===== config.mk =====
export PLATFORM = sky130hd
export DESIGN_NAME = multicycle_ctrl
export DESIGN_NICKNAME = d
export VERILOG_FILES = /design/src/rtl/multicycle_ctrl.sv
export SDC_FILE = /design/constraint.sdc
export NUM_CORES = 1
export LEC_CHECK = 0
export ABC_AREA = 1
export CAP_MARGIN = 20
export CORE_MARGIN = 1.5
export CORE_UTILIZATION = 30
export CTS_BUF_LIST = sky130_fd_sc_hd__clkbuf_2
export CTS_CLUSTER_DIAMETER = 30
export CTS_CLUSTER_SIZE = 20
export DETAILED_ROUTE_END_ITERATION = 10
export PLACE_DENSITY = 0.75
export SKIP_LAST_GASP = 1
export SLEW_MARGIN = 10
export SYNTH_ARGS = -nofsm -noshare
export SYNTH_HDL_FRONTEND = slang
export SYNTH_SLANG_ARGS = --single-unit
export TNS_END_PERCENT = 5

===== constraint.sdc =====
create_clock -name clk -period 4.4 [get_ports clk]
set_input_delay 0.88 -clock clk [delete_from_list [all_inputs] [get_ports clk]]
set_output_delay 0.88 -clock clk [all_outputs]
set_load 0.03 [all_outputs]

===== src/rtl/multicycle_ctrl.sv =====
// multicycle_ctrl: control FSM for the multi-cycle RV32I core.
// Steps each instruction through FETCH/DECODE/EXEC/MEM/WB and drives the
// ALU, select muxes, write enables and the shared-memory handshake.
module multicycle_ctrl #(
    parameter logic [31:0] RESET_PC = 32'h0000_0000
) (
    input  logic        clk,
    input  logic        rst_n,
    input  logic [31:0] instr,
    input  logic        alu_zero,
    input  logic        alu_lsb,
    input  logic        mem_rvalid,
    output logic        mem_req,
    output logic        mem_we,
    output logic        addr_sel,
    output logic        ir_we,
    output logic        pc_we,
    output logic        pc_src,
    output logic [3:0]  alu_ctrl,
    output logic [1:0]  alu_a_sel,
    output logic [1:0]  alu_b_sel,
    output logic [2:0]  imm_sel,
    output logic        aluout_we,
    output logic        reg_we,
    output logic [1:0]  wb_sel,
    output logic [31:0] reset_pc,
    output logic        illegal
);

    // ALU operation codes shared with the RV32I ALU
    localparam logic [3:0] ALU_ADD    = 4'd0;
    localparam logic [3:0] ALU_SUB    = 4'd1;
    localparam logic [3:0] ALU_SLL    = 4'd2;
    localparam logic [3:0] ALU_SLT    = 4'd3;
    localparam logic [3:0] ALU_XOR    = 4'd4;
    localparam logic [3:0] ALU_SRL    = 4'd5;
    localparam logic [3:0] ALU_SRA    = 4'd6;
    localparam logic [3:0] ALU_OR     = 4'd7;
    localparam logic [3:0] ALU_AND    = 4'd8;
    localparam logic [3:0] ALU_PASS_B = 4'd9;

    localparam logic [6:0] OP_R      = 7'b0110011;
    localparam logic [6:0] OP_I      = 7'b0010011;
    localparam logic [6:0] OP_LOAD   = 7'b0000011;
    localparam logic [6:0] OP_STORE  = 7'b0100011;
    localparam logic [6:0] OP_BRANCH = 7'b1100011;
    localparam logic [6:0] OP_JAL    = 7'b1101111;
    localparam logic [6:0] OP_JALR   = 7'b1100111;
    localparam logic [6:0] OP_LUI    = 7'b0110111;
    localparam logic [6:0] OP_AUIPC  = 7'b0010111;

    typedef enum logic [2:0] {
        S_FETCH, S_DECODE, S_EXEC, S_MEM, S_WB, S_TRAP
    } state_t;

    typedef enum logic [3:0] {
        C_ALU_R, C_ALU_I, C_LOAD, C_STORE, C_BRANCH,
        C_JAL, C_JALR, C_LUI, C_AUIPC, C_ILLEGAL
    } class_t;

    state_t      r_state;
    class_t      w_class;
    logic [3:0]  w_aluOp;
    logic        w_taken;
    logic [6:0]  w_opcode;
    logic [2:0]  w_funct3;
    logic        w_f7Zero;
    logic        w_f7Alt;

    assign w_opcode = instr[6:0];
    assign w_funct3 = instr[14:12];
    assign w_f7Zero = (instr[31:25] == 7'b0000000);
    assign w_f7Alt  = (instr[31:25] == 7'b0100000);
    assign reset_pc = RESET_PC;

    // Classify the IR and pick the R/I ALU op; anything the ALU cannot do
    // (unsigned compares, FENCE, SYSTEM, non-word memory ops) is illegal.
    always_comb begin
        w_class = C_ILLEGAL;
        w_aluOp = ALU_ADD;
        case (w_opcode)
            OP_R: begin
                case (w_funct3)
                    3'b000: begin
                        if (w_f7Zero) begin
                            w_class = C_ALU_R;
                            w_aluOp = ALU_ADD;
                        end else if (w_f7Alt) begin
                            w_class = C_ALU_R;
                            w_aluOp = ALU_SUB;
                        end
                    end
                    3'b001: if (w_f7Zero) begin w_class = C_ALU_R; w_aluOp = ALU_SLL; end
                    3'b010: if (w_f7Zero) begin w_class = C_ALU_R; w_aluOp = ALU_SLT; end
                    3'b100: if (w_f7Zero) begin w_class = C_ALU_R; w_aluOp = ALU_XOR; end
                    3'b101: begin
                        if (w_f7Zero) begin
                            w_class = C_ALU_R;
                            w_aluOp = ALU_SRL;
                        end else if (w_f7Alt) begin
                            w_class = C_ALU_R;
                            w_aluOp = ALU_SRA;
                        end
                    end
                    3'b110: if (w_f7Zero) begin w_class = C_ALU_R; w_aluOp = ALU_OR; end
                    3'b111: if (w_f7Zero) begin w_class = C_ALU_R; w_aluOp = ALU_AND; end
                    default: w_class = C_ILLEGAL;
                endcase
            end
            OP_I: begin
                case (w_funct3)
                    3'b000: begin w_class = C_ALU_I; w_aluOp = ALU_ADD; end
                    3'b010: begin w_class = C_ALU_I; w_aluOp = ALU_SLT; end
                    3'b100: begin w_class = C_ALU_I; w_aluOp = ALU_XOR; end
                    3'b110: begin w_class = C_ALU_I; w_aluOp = ALU_OR;  end
                    3'b111: begin w_class = C_ALU_I; w_aluOp = ALU_AND; end
                    3'b001: if (w_f7Zero) begin w_class = C_ALU_I; w_aluOp = ALU_SLL; end
                    3'b101: begin
                        if (w_f7Zero) begin
                            w_class = C_ALU_I;
                            w_aluOp = ALU_SRL;
                        end else if (w_f7Alt) begin
                            w_class = C_ALU_I;
                            w_aluOp = ALU_SRA;
                        end
                    end
                    default: w_class = C_ILLEGAL;
                endcase
            end
            OP_LOAD:   if (w_funct3 == 3'b010) w_class = C_LOAD;
            OP_STORE:  if (w_funct3 == 3'b010) w_class = C_STORE;
            OP_BRANCH: begin
                if (w_funct3 == 3'b000 || w_funct3 == 3'b001 ||
                    w_funct3 == 3'b100 || w_funct3 == 3'b101) begin
                    w_class = C_BRANCH;
                    w_aluOp = w_funct3[2] ? ALU_SLT : ALU_SUB;
                end
            end
            OP_JAL:    w_class = C_JAL;
            OP_JALR:   if (w_funct3 == 3'b000) w_class = C_JALR;
            OP_LUI:    w_class = C_LUI;
            OP_AUIPC:  w_class = C_AUIPC;
            default:   w_class = C_ILLEGAL;
        endcase
    end

    // Branch decision from the ALU flags: equality via SUB/zero, signed
    // less-than via SLT/bit 0.
    always_comb begin
        w_taken = 1'b0;
        case (w_funct3)
            3'b000:  w_taken = alu_zero;
            3'b001:  w_taken = ~alu_zero;
            3'b100:  w_taken = alu_lsb;
            3'b101:  w_taken = ~alu_lsb;
            default: w_taken = 1'b0;
        endcase
    end

    // State register: memory states wait on mem_rvalid, TRAP holds until reset.
    always_ff @(posedge clk or negedge rst_n) begin
        if (!rst_n) begin
            r_state <= S_FETCH;
        end else begin
            case (r_state)
                S_FETCH:  if (mem_rvalid) r_state <= S_DECODE;
                S_DECODE: r_state <= (w_class == C_ILLEGAL) ? S_TRAP : S_EXEC;
                S_EXEC: begin
                    case (w_class)
                        C_ALU_R, C_ALU_I, C_LUI, C_AUIPC: r_state <= S_WB;
                        C_LOAD, C_STORE:                  r_state <= S_MEM;
                        C_BRANCH, C_JAL, C_JALR:          r_state <= S_FETCH;
                        default:                          r_state <= S_TRAP;
                    endcase
                end
                S_MEM: begin
                    if (mem_rvalid) r_state <= (w_class == C_STORE) ? S_FETCH : S_WB;
                end
                S_WB:     r_state <= S_FETCH;
                S_TRAP:   r_state <= S_TRAP;
                default:  r_state <= S_FETCH;
            endcase
        end
    end

    // Per-state control outputs; gated by rst_n so every output drops to its
    // idle value the moment reset asserts, without waiting for a clock.
    always_comb begin
        mem_req   = 1'b0;
        mem_we    = 1'b0;
        addr_sel  = 1'b0;
        ir_we     = 1'b0;
        pc_we     = 1'b0;
        pc_src    = 1'b0;
        alu_ctrl  = ALU_ADD;
        alu_a_sel = 2'd0;
        alu_b_sel = 2'd0;
        imm_sel   = 3'd0;
        aluout_we = 1'b0;
        reg_we    = 1'b0;
        wb_sel    = 2'd0;
        illegal   = 1'b0;
        if (rst_n) begin
            case (r_state)
                S_FETCH: begin
                    mem_req   = 1'b1;
                    alu_a_sel = 2'd1;
                    alu_b_sel = 2'd2;
                    ir_we     = mem_rvalid;
                    pc_we     = mem_rvalid;
                end
                S_DECODE: begin
                    alu_a_sel = 2'd1;
                    alu_b_sel = 2'd1;
                    imm_sel   = 3'd2;
                    aluout_we = 1'b1;
                end
                S_EXEC: begin
                    case (w_class)
                        C_ALU_R: begin
                            alu_ctrl  = w_aluOp;
                            aluout_we = 1'b1;
                        end
                        C_ALU_I: begin
                            alu_ctrl  = w_aluOp;
                            alu_b_sel = 2'd1;
                            aluout_we = 1'b1;
                        end
                        C_LOAD, C_STORE: begin
                            alu_b_sel = 2'd1;
                            imm_sel   = (w_class == C_STORE) ? 3'd1 : 3'd0;
                            aluout_we = 1'b1;
                        end
                        C_BRANCH: begin
                            alu_ctrl = w_aluOp;
                            pc_we    = w_taken;
                            pc_src   = w_taken;
                        end
                        C_JAL: begin
                            alu_a_sel = 2'd1;
                            alu_b_sel = 2'd1;
                            imm_sel   = 3'd4;
                            pc_we     = 1'b1;
                            reg_we    = 1'b1;
                            wb_sel    = 2'd2;
                        end
                        C_JALR: begin
                            alu_b_sel = 2'd1;
                            pc_we     = 1'b1;
                            reg_we    = 1'b1;
                            wb_sel    = 2'd2;
                        end
                        C_LUI: begin
                            alu_ctrl  = ALU_PASS_B;
                            alu_a_sel = 2'd2;
                            alu_b_sel = 2'd1;
                            imm_sel   = 3'd3;
                            aluout_we = 1'b1;
                        end
                        C_AUIPC: begin
                            alu_a_sel = 2'd1;
                            alu_b_sel = 2'd1;
                            imm_sel   = 3'd3;
                            aluout_we = 1'b1;
                        end
                        default: aluout_we = 1'b0;
                    endcase
                end
                S_MEM: begin
                    mem_req  = 1'b1;
                    addr_sel = 1'b1;
                    mem_we   = (w_class == C_STORE);
                end
                S_WB: begin
                    reg_we = 1'b1;
                    wb_sel = (w_class == C_LOAD) ? 2'd1 : 2'd0;
                end
                S_TRAP:  illegal = 1'b1;
                default: illegal = 1'b0;
            endcase
        end
    end

endmodule


==> impl_metrics.toml, run 1 <==
[route]
drtIter0Drc = 122
postRouteAntennaNets = 0
drcViolationCount = 1
avgRoutedWirePerCell_um = 9.906
vias_per_cell = 4.578
dr.pass1.iters = 9
dr_total_vias = 1712
wl_um = 3705

[cells_and_area]
antennaDiodeCount = 0
post-route-util = 0.4108
syn_to_final_growth_pct = 29.23
fillers = 508
fin_nets = 360
seqCellArea_um2 = 75.07
regMostFlops = "r_state"
instances_no_fill = 374
reg_top3 = "r_state: 3 flops"
layout-drive-gt1-share = 0.1180
multiInputGateArea_um2 = 1046
largest_reg_flops = 3

[setup_path]
start_kind = "input port"
rr_endpoint = "r_state[0]$_DFFE_PN0P_"
crit_end = "alu_ctrl[0]"
path_class = "input port to output pin"
reg2reg_slack_ns = 2.92
reg2reg_depth = 7
arrival_ns = 3.38
cp.required_ns = 3.52
cp-end-kind = "output pin"
r2r-start = "r_state[2]$_DFFE_PN0P_"
path_max_fanout = 5
startpoint = "instr[2]"

[timing]
fin_crit_ns = 4.259
clock_skew_ns = 0.003065
grt_setup_unrepaired = "true"
hold_viol = 0
setup_viol = 0
timing.fmax_ghz = 0.2348
maxSlewViolCount = 0
fin_tns_setup_ns = 0
fin_ws_ns = 0.1410
post-route-period-util = 0.9680

[global_routing]
overflow = 0
antenna_found_initial = 0
first_global_vias = 1429
grt_pass1_wl_um = 6058
grt_max_degree = 11
gr-usage-all-layers = 0.1409

[die]
coreArea_um2 = 4444
ios = 91
die_height_um = 71.62
placementRows = 24
die_w_um = 71.62
start_util = 0.3178
dieArea_um2 = 5129

[worst_hold_path]
hp-class = "flop to flop"

[synth]
yosys_warnings = 0
async_flop_share = 1.000
synth_top_family_by_area = "simple AND/OR/NAND/NOR gates"
ys_seq_area_frac = 0.05314
synth_top_area_cell = "buf_4"
synth-compound-area-share = 0.1072
netlist_area_um2 = 1413
synth-main-ff-cell = "dfrtp_1"
yosys-top-cells-area = "buf_4 18%, nand2_1 17%, nor2_1 12%"
synth_top_area_share = 0.1754
synth_edf_count = 0
yosys.cell_types.count = 28
synth_mux_area_frac = 0
synthXorXnorAreaFrac = 0
synth-adder-area-share = 0
syn_area_per_cell_um2 = 5.155
synthMostInstantiatedCell = "nand2_1"
syn-instance-count = 274
synth_commonest_cells = "65 x nand2_1, 47 x nor2_1, 33 x buf_4"
yosys.area_share.simple = 0.5483
synth_seq_cells = 3

[placement]
place_hpwl_um = 3115
place_congestion = 0.9437
port_buffers = 43
post-place-ws_ns = 0.1494
place_inst = 370

[power]
p_leak_nw = 0.9465
p_int_mw = 0.1577
swShare = 0.5791
vdd_ir_drop_max_mv = 0.08434
power_mw = 0.3747
cellPowerDensity_nw_per_um2 = 205.3
p_sw_mw = 0.2170
seqPwrFrac = 0.138
power_frac_comb = 0.759
pwr-share-clk = 0.103

[run_status]
violations = "DRC"
status = "complete, but fails checks"

[clock_tree]
h-tree-depth = 1
cts.sinks = 3
clk_latency_ns = 0.20
cts_buffers = 3
ctsRootBufferMaster = "clkbuf_2"
cts.clk_slew.worst_paths_ns = 0.04
cts_buffer_depth = 2
cts_tree = "done"

[run]
maxCapViolations = 0
metal layers:
| layer | track usage | routed length (um) | up-vias |
|---|---|---|---|
| met5 | 0 | 0 | - |
| met4 | 0.02516 | 12 | 0 |
| met3 | 0.02110 | 299 | 4 |
| met2 | 0.2253 | 1684 | 79 |
| met1 | 0.2026 | 1708 | 724 |
| li1 | - | - | 905 |
layout make-up:
| cell class | instances | share of cell area |
|---|---|---|
| Multi-Input combinational cell | 227 | 0.5730 |
| Timing Repair Buffer | 47 | 0.2536 |
| Inverter | 41 | 0.08568 |
| Sequential cell | 3 | 0.04112 |
| Tap cell | 52 | 0.03564 |
| Clock buffer | 4 | 0.01097 |
kinds of logic (layout without fill, tap and decap cells):
logic type             Yosys count  count (layout)
AOI/OAI and AO/OA               26              26
buffers and inverters           75              92
other                            1              32
DFF                              3               3
and+or+nand+nor                169             169
worst min-delay path by stage:
stage / depth (start not counted) / endpoint / from
final: 3 / r_state[2]$_DFFE_PN0P_ / r_state[1]$_DFFE_PN0P_
after global routing: 3 / r_state[2]$_DFFE_PN0P_ / r_state[1]$_DFFE_PN0P_
after CTS: 3 / r_state[2]$_DFFE_PN0P_ / r_state[1]$_DFFE_PN0P_
after detailed placement: 3 / r_state[2]$_DFFE_PN0P_ / r_state[1]$_DFFE_PN0P_
after global placement: 3 / r_state[2]$_DFFE_PN0P_ / r_state[1]$_DFFE_PN0P_
after floorplan: 0 / r_state[0]$_DFFE_PN0P_ / rst_n
power groups by stage:
stage	Combinational, mW	Clock (mW)	Sequential, mW
finish	0.284	0.0385	0.0518
detailed placement	0.283	0	0.0518
floorplan	0.216	0	0.0485
global route	0.312	0.0422	0.0547
global placement	0.281	0	0.0517
CTS	0.284	0.0393	0.0515
metrics by stage:
step	hold WS (ns)	cell area, um2
6_report	0.6862	1826
3_3_place_gp	0.6602	1803
2_1_floorplan	0.5844	1529
4_1_cts	0.6873	1823
3_5_place_dp	0.6815	1803
5_1_grt	0.7463	1826
placed cells by master, fill, tap and decap left out, types with 2 or more instances in the layout:
master	count
a21oi_1	9
nor2_4	2
nand2_2	4
nor2_1	47
nor4_1	2
nor2_2	4
nor3_1	6
dfrtp_1	3
o21ai_0	8
nor3_2	2
nand3_2	3
nand2_1	65
clkdlybuf4s50_1	42
clkbuf_2	4
o21ai_1	2
buf_4	4
o211ai_1	2
inv_2	9
nand4_1	4
nand3_1	28
o21ai_2	2
conb_1	32
inv_1	31
timing repair:
action	CTS	global route
resized for setup	0	1
buffers inserted	0	0
hold buffers	0	0
setup endpoints to repair	0	4
worst max-delay path, stage by stage:
cell and delay, ns:
clkdlybuf4s50_1 0.50, inv_2 0.09, nand2_1 0.05, nor2_1 0.26, nand2_1 0.17, nand3_2 0.12
nand3_1 0.09, nor2_2 0.15, nand3_1 0.09, nand2_1 0.08, nand2_2 0.09, o21ai_2 0.12
clkdlybuf4s50_1 0.68
Note: power is estimated with default switching activity, not from simulation.
==> inputs of run 2 (changes only) <==
ABC_AREA = unset   (was 1)
CAP_MARGIN = unset   (was 20)
PLACE_DENSITY = 0.79   (was 0.75)
clock period = 4.8 ns   (was 4.4 ns; I/O delays follow)
==> impl_metrics.toml, run 2 <==
[run_status]
status = "completed"

[global_routing]
grt_max_degree = 16
antenna_found_initial = 0
gr-usage-all-layers = 0.1513
first_global_vias = 1207
grt_pass1_wl_um = 5388
overflow = 0

[power]
power_frac_comb = 0.722
cellPowerDensity_nw_per_um2 = 235.4
p_sw_mw = 0.2185
seqPwrFrac = 0.187
p_leak_nw = 0.6061
vdd_ir_drop_max_mv = 0.1186
swShare = 0.5636
p_int_mw = 0.1692
pwr-share-clk = 0.091
power_mw = 0.3876

[die]
die_w_um = 66.70
dieArea_um2 = 4449
placementRows = 22
coreArea_um2 = 3771
die_height_um = 66.70
start_util = 0.3228
ios = 91

[setup_path]
slowest_stage = "clkdlybuf4s50_1"
path_class = "input port to output pin"
start_kind = "input port"
cpMostUsedCell = "clkdlybuf4s50_1"
crit_family = "simple AND/OR/NAND/NOR gates"
slowest_delay_ns = 0.70
crit_chain = "clkdlybuf4s50_1 > nand4bb_1 > or3_1 > nor4_1 > a211oi_1 > nor3_1 > clkdlybuf4s50_1"
cp.buffers_inverters = 2
path_max_fanout = 8
cp-end-kind = "output pin"
arrival_ns = 3.61
cp.required_ns = 3.84

[timing]
setup_viol = 0
worst_pin_slew_ns = 0.5829
max_slew_margin = 0.6073
maxSlewViolCount = 0
hold_viol = 0
grt_setup_unrepaired = "false"
timing.fmax_ghz = 0.2189
clock_skew_ns = 0.001305
post-route-period-util = 0.9519
hold_slack_ns = 0.5732
fin_tns_setup_ns = 0
fin_crit_ns = 4.569

[placement]
place_hpwl_um = 2763
place_congestion = 0.8934
port_buffers = 43

[synth]
synth_seq_cells = 3
synth_top_area_cell = "buf_4"
synth_edf_count = 0
ys_seq_area_frac = 0.06166
yosys.cell_types.count = 53
synth-main-ff-cell = "dfrtp_1"
synth_top_area_share = 0.2035
yosys-top-cells-area = "buf_4 20%, dfrtp_1 6.2%, nor2_1 6.2%"
netlist_area_um2 = 1217
yosys_warnings = 0
synthMostInstantiatedCell = "buf_4"
syn_area_per_cell_um2 = 6.616
synth_commonest_cells = "33 x buf_4, 20 x nor2_1, 19 x nand2_1"
syn-instance-count = 184
async_flop_share = 1.000

[clock_tree]
h-tree-depth = 1
cts_buffers = 3
cts.clk_slew.worst_paths_ns = 0.04
cts_resized = 0
cts_buffer_depth = 2
clk_latency_ns = 0.21
ctsRootBufferMaster = "clkbuf_2"
cts_tree = "done"
cts.sinks = 3
post_cts_buffers = 0
hold_buffers = 0

[route]
dr_total_vias = 1433
wl_um = 3394
avgRoutedWirePerCell_um = 12.08
drtIter0Drc = 70
postRouteAntennaNets = 0
drcViolationCount = 0
dr.pass1.iters = 4
vias_per_cell = 5.100

[run]
maxCapViolations = 0

[cells_and_area]
fin_nets = 271
regMostFlops = "r_state"
syn_to_final_growth_pct = 35.25
final_common_cell = "clkdlybuf4s50_1"
layout-drive-gt1-share = 0.1202
reg_top3 = "r_state: 3 flops"
final_cell_mix = "42 x clkdlybuf4s50_1, 32 x conb_1, 20 x nor2_1"
antennaDiodeCount = 0
largest_reg_flops = 3

[worst_hold_path]
hp-class = "flop to flop"
run 2: cell count changes in the layout (fill, tap and decap cells not counted), moves of 9 or more:
cell     change
buf_4        +9
inv_1       -26
inv_2        -9
nand3_1     -24
nand2_1     -46
nor2_1      -27
run 2: cell families (layout without fill, tap and decap cells):
| kind of cell | after synthesis | in the layout | share of synthesized area |
|---|---|---|---|
| XOR/XNOR | 1 | 1 | 0.007196 |
| multiplexers | 1 | 1 | 0.008222 |
| buffers and inverters | 46 | 64 | 0.2497 |
| AND/OR/NAND/NOR | 83 | 83 | 0.3649 |
| flip-flops | 3 | 3 | 0.06166 |
| other | 1 | 32 | 0.003080 |
| AO/OA/AOI/OAI | 49 | 49 | 0.3053 |
run 2: through the flow:
step                instance area, um2  instances  utilization  setup slack [ns]
detailed placement                1627        277       0.4313            0.2621
finish                            1647        281       0.4366            0.2307
global placement                  1627        277       0.4313            0.2602
global route                      1647        281       0.4366           0.02473
CTS                               1647        281       0.4366            0.2429
floorplan                         1334        215            -             1.085
run 2: power groups by stage:
stage / combinational [mW] / clock (mW) / sequential (mW)
2_1_floorplan: 0.223 / 0 / 0.0499
3_3_place_gp: 0.273 / 0 / 0.0712
3_5_place_dp: 0.278 / 0 / 0.0712
4_1_cts: 0.278 / 0.0368 / 0.0710
5_1_grt: 0.301 / 0.0410 / 0.0758
6_report: 0.280 / 0.0353 / 0.0725
run 2: final timing paths:
path / to / slack, ns / depth (start not counted) / from
min in group asynchronous: r_state[1]$_DFFE_PN0P_ / 0.98 / 1 / rst_n
setup / recovery: pc_we / 0.23 / 7 / instr[2]
max in group asynchronous: r_state[2]$_DFFE_PN0P_ / 3.62 / 1 / rst_n
hold / removal: r_state[1]$_DFFE_PN0P_ / 0.57 / 1 / r_state[2]$_DFFE_PN0P_
setup reg to reg: r_state[0]$_DFFE_PN0P_ / 3.39 / 5 / r_state[1]$_DFFE_PN0P_
hold reg to reg: r_state[1]$_DFFE_PN0P_ / 0.57 / 1 / r_state[2]$_DFFE_PN0P_
run 2: final cells by class:
| type | instances | area, um2 |
|---|---|---|
| timing repair buffer | 55 | 518.0 |
| tap | 48 | 60.06 |
| clock buffer | 4 | 20.02 |
| multi-input combinational | 166 | 954.7 |
| sequential | 3 | 75.07 |
| inverter | 5 | 18.77 |
| fill | 399 | 2125 |
run 2: metal layers:
| metal | up-vias | wire, um | track usage |
|---|---|---|---|
| met1 | 666 | 1569 | 0.2110 |
| met4 | 0 | 6 | 0.01276 |
| met2 | 66 | 1575 | 0.2475 |
| li1 | 699 | - | - |
| met3 | 2 | 243 | 0.03209 |
| met5 | - | 0 | 0 |
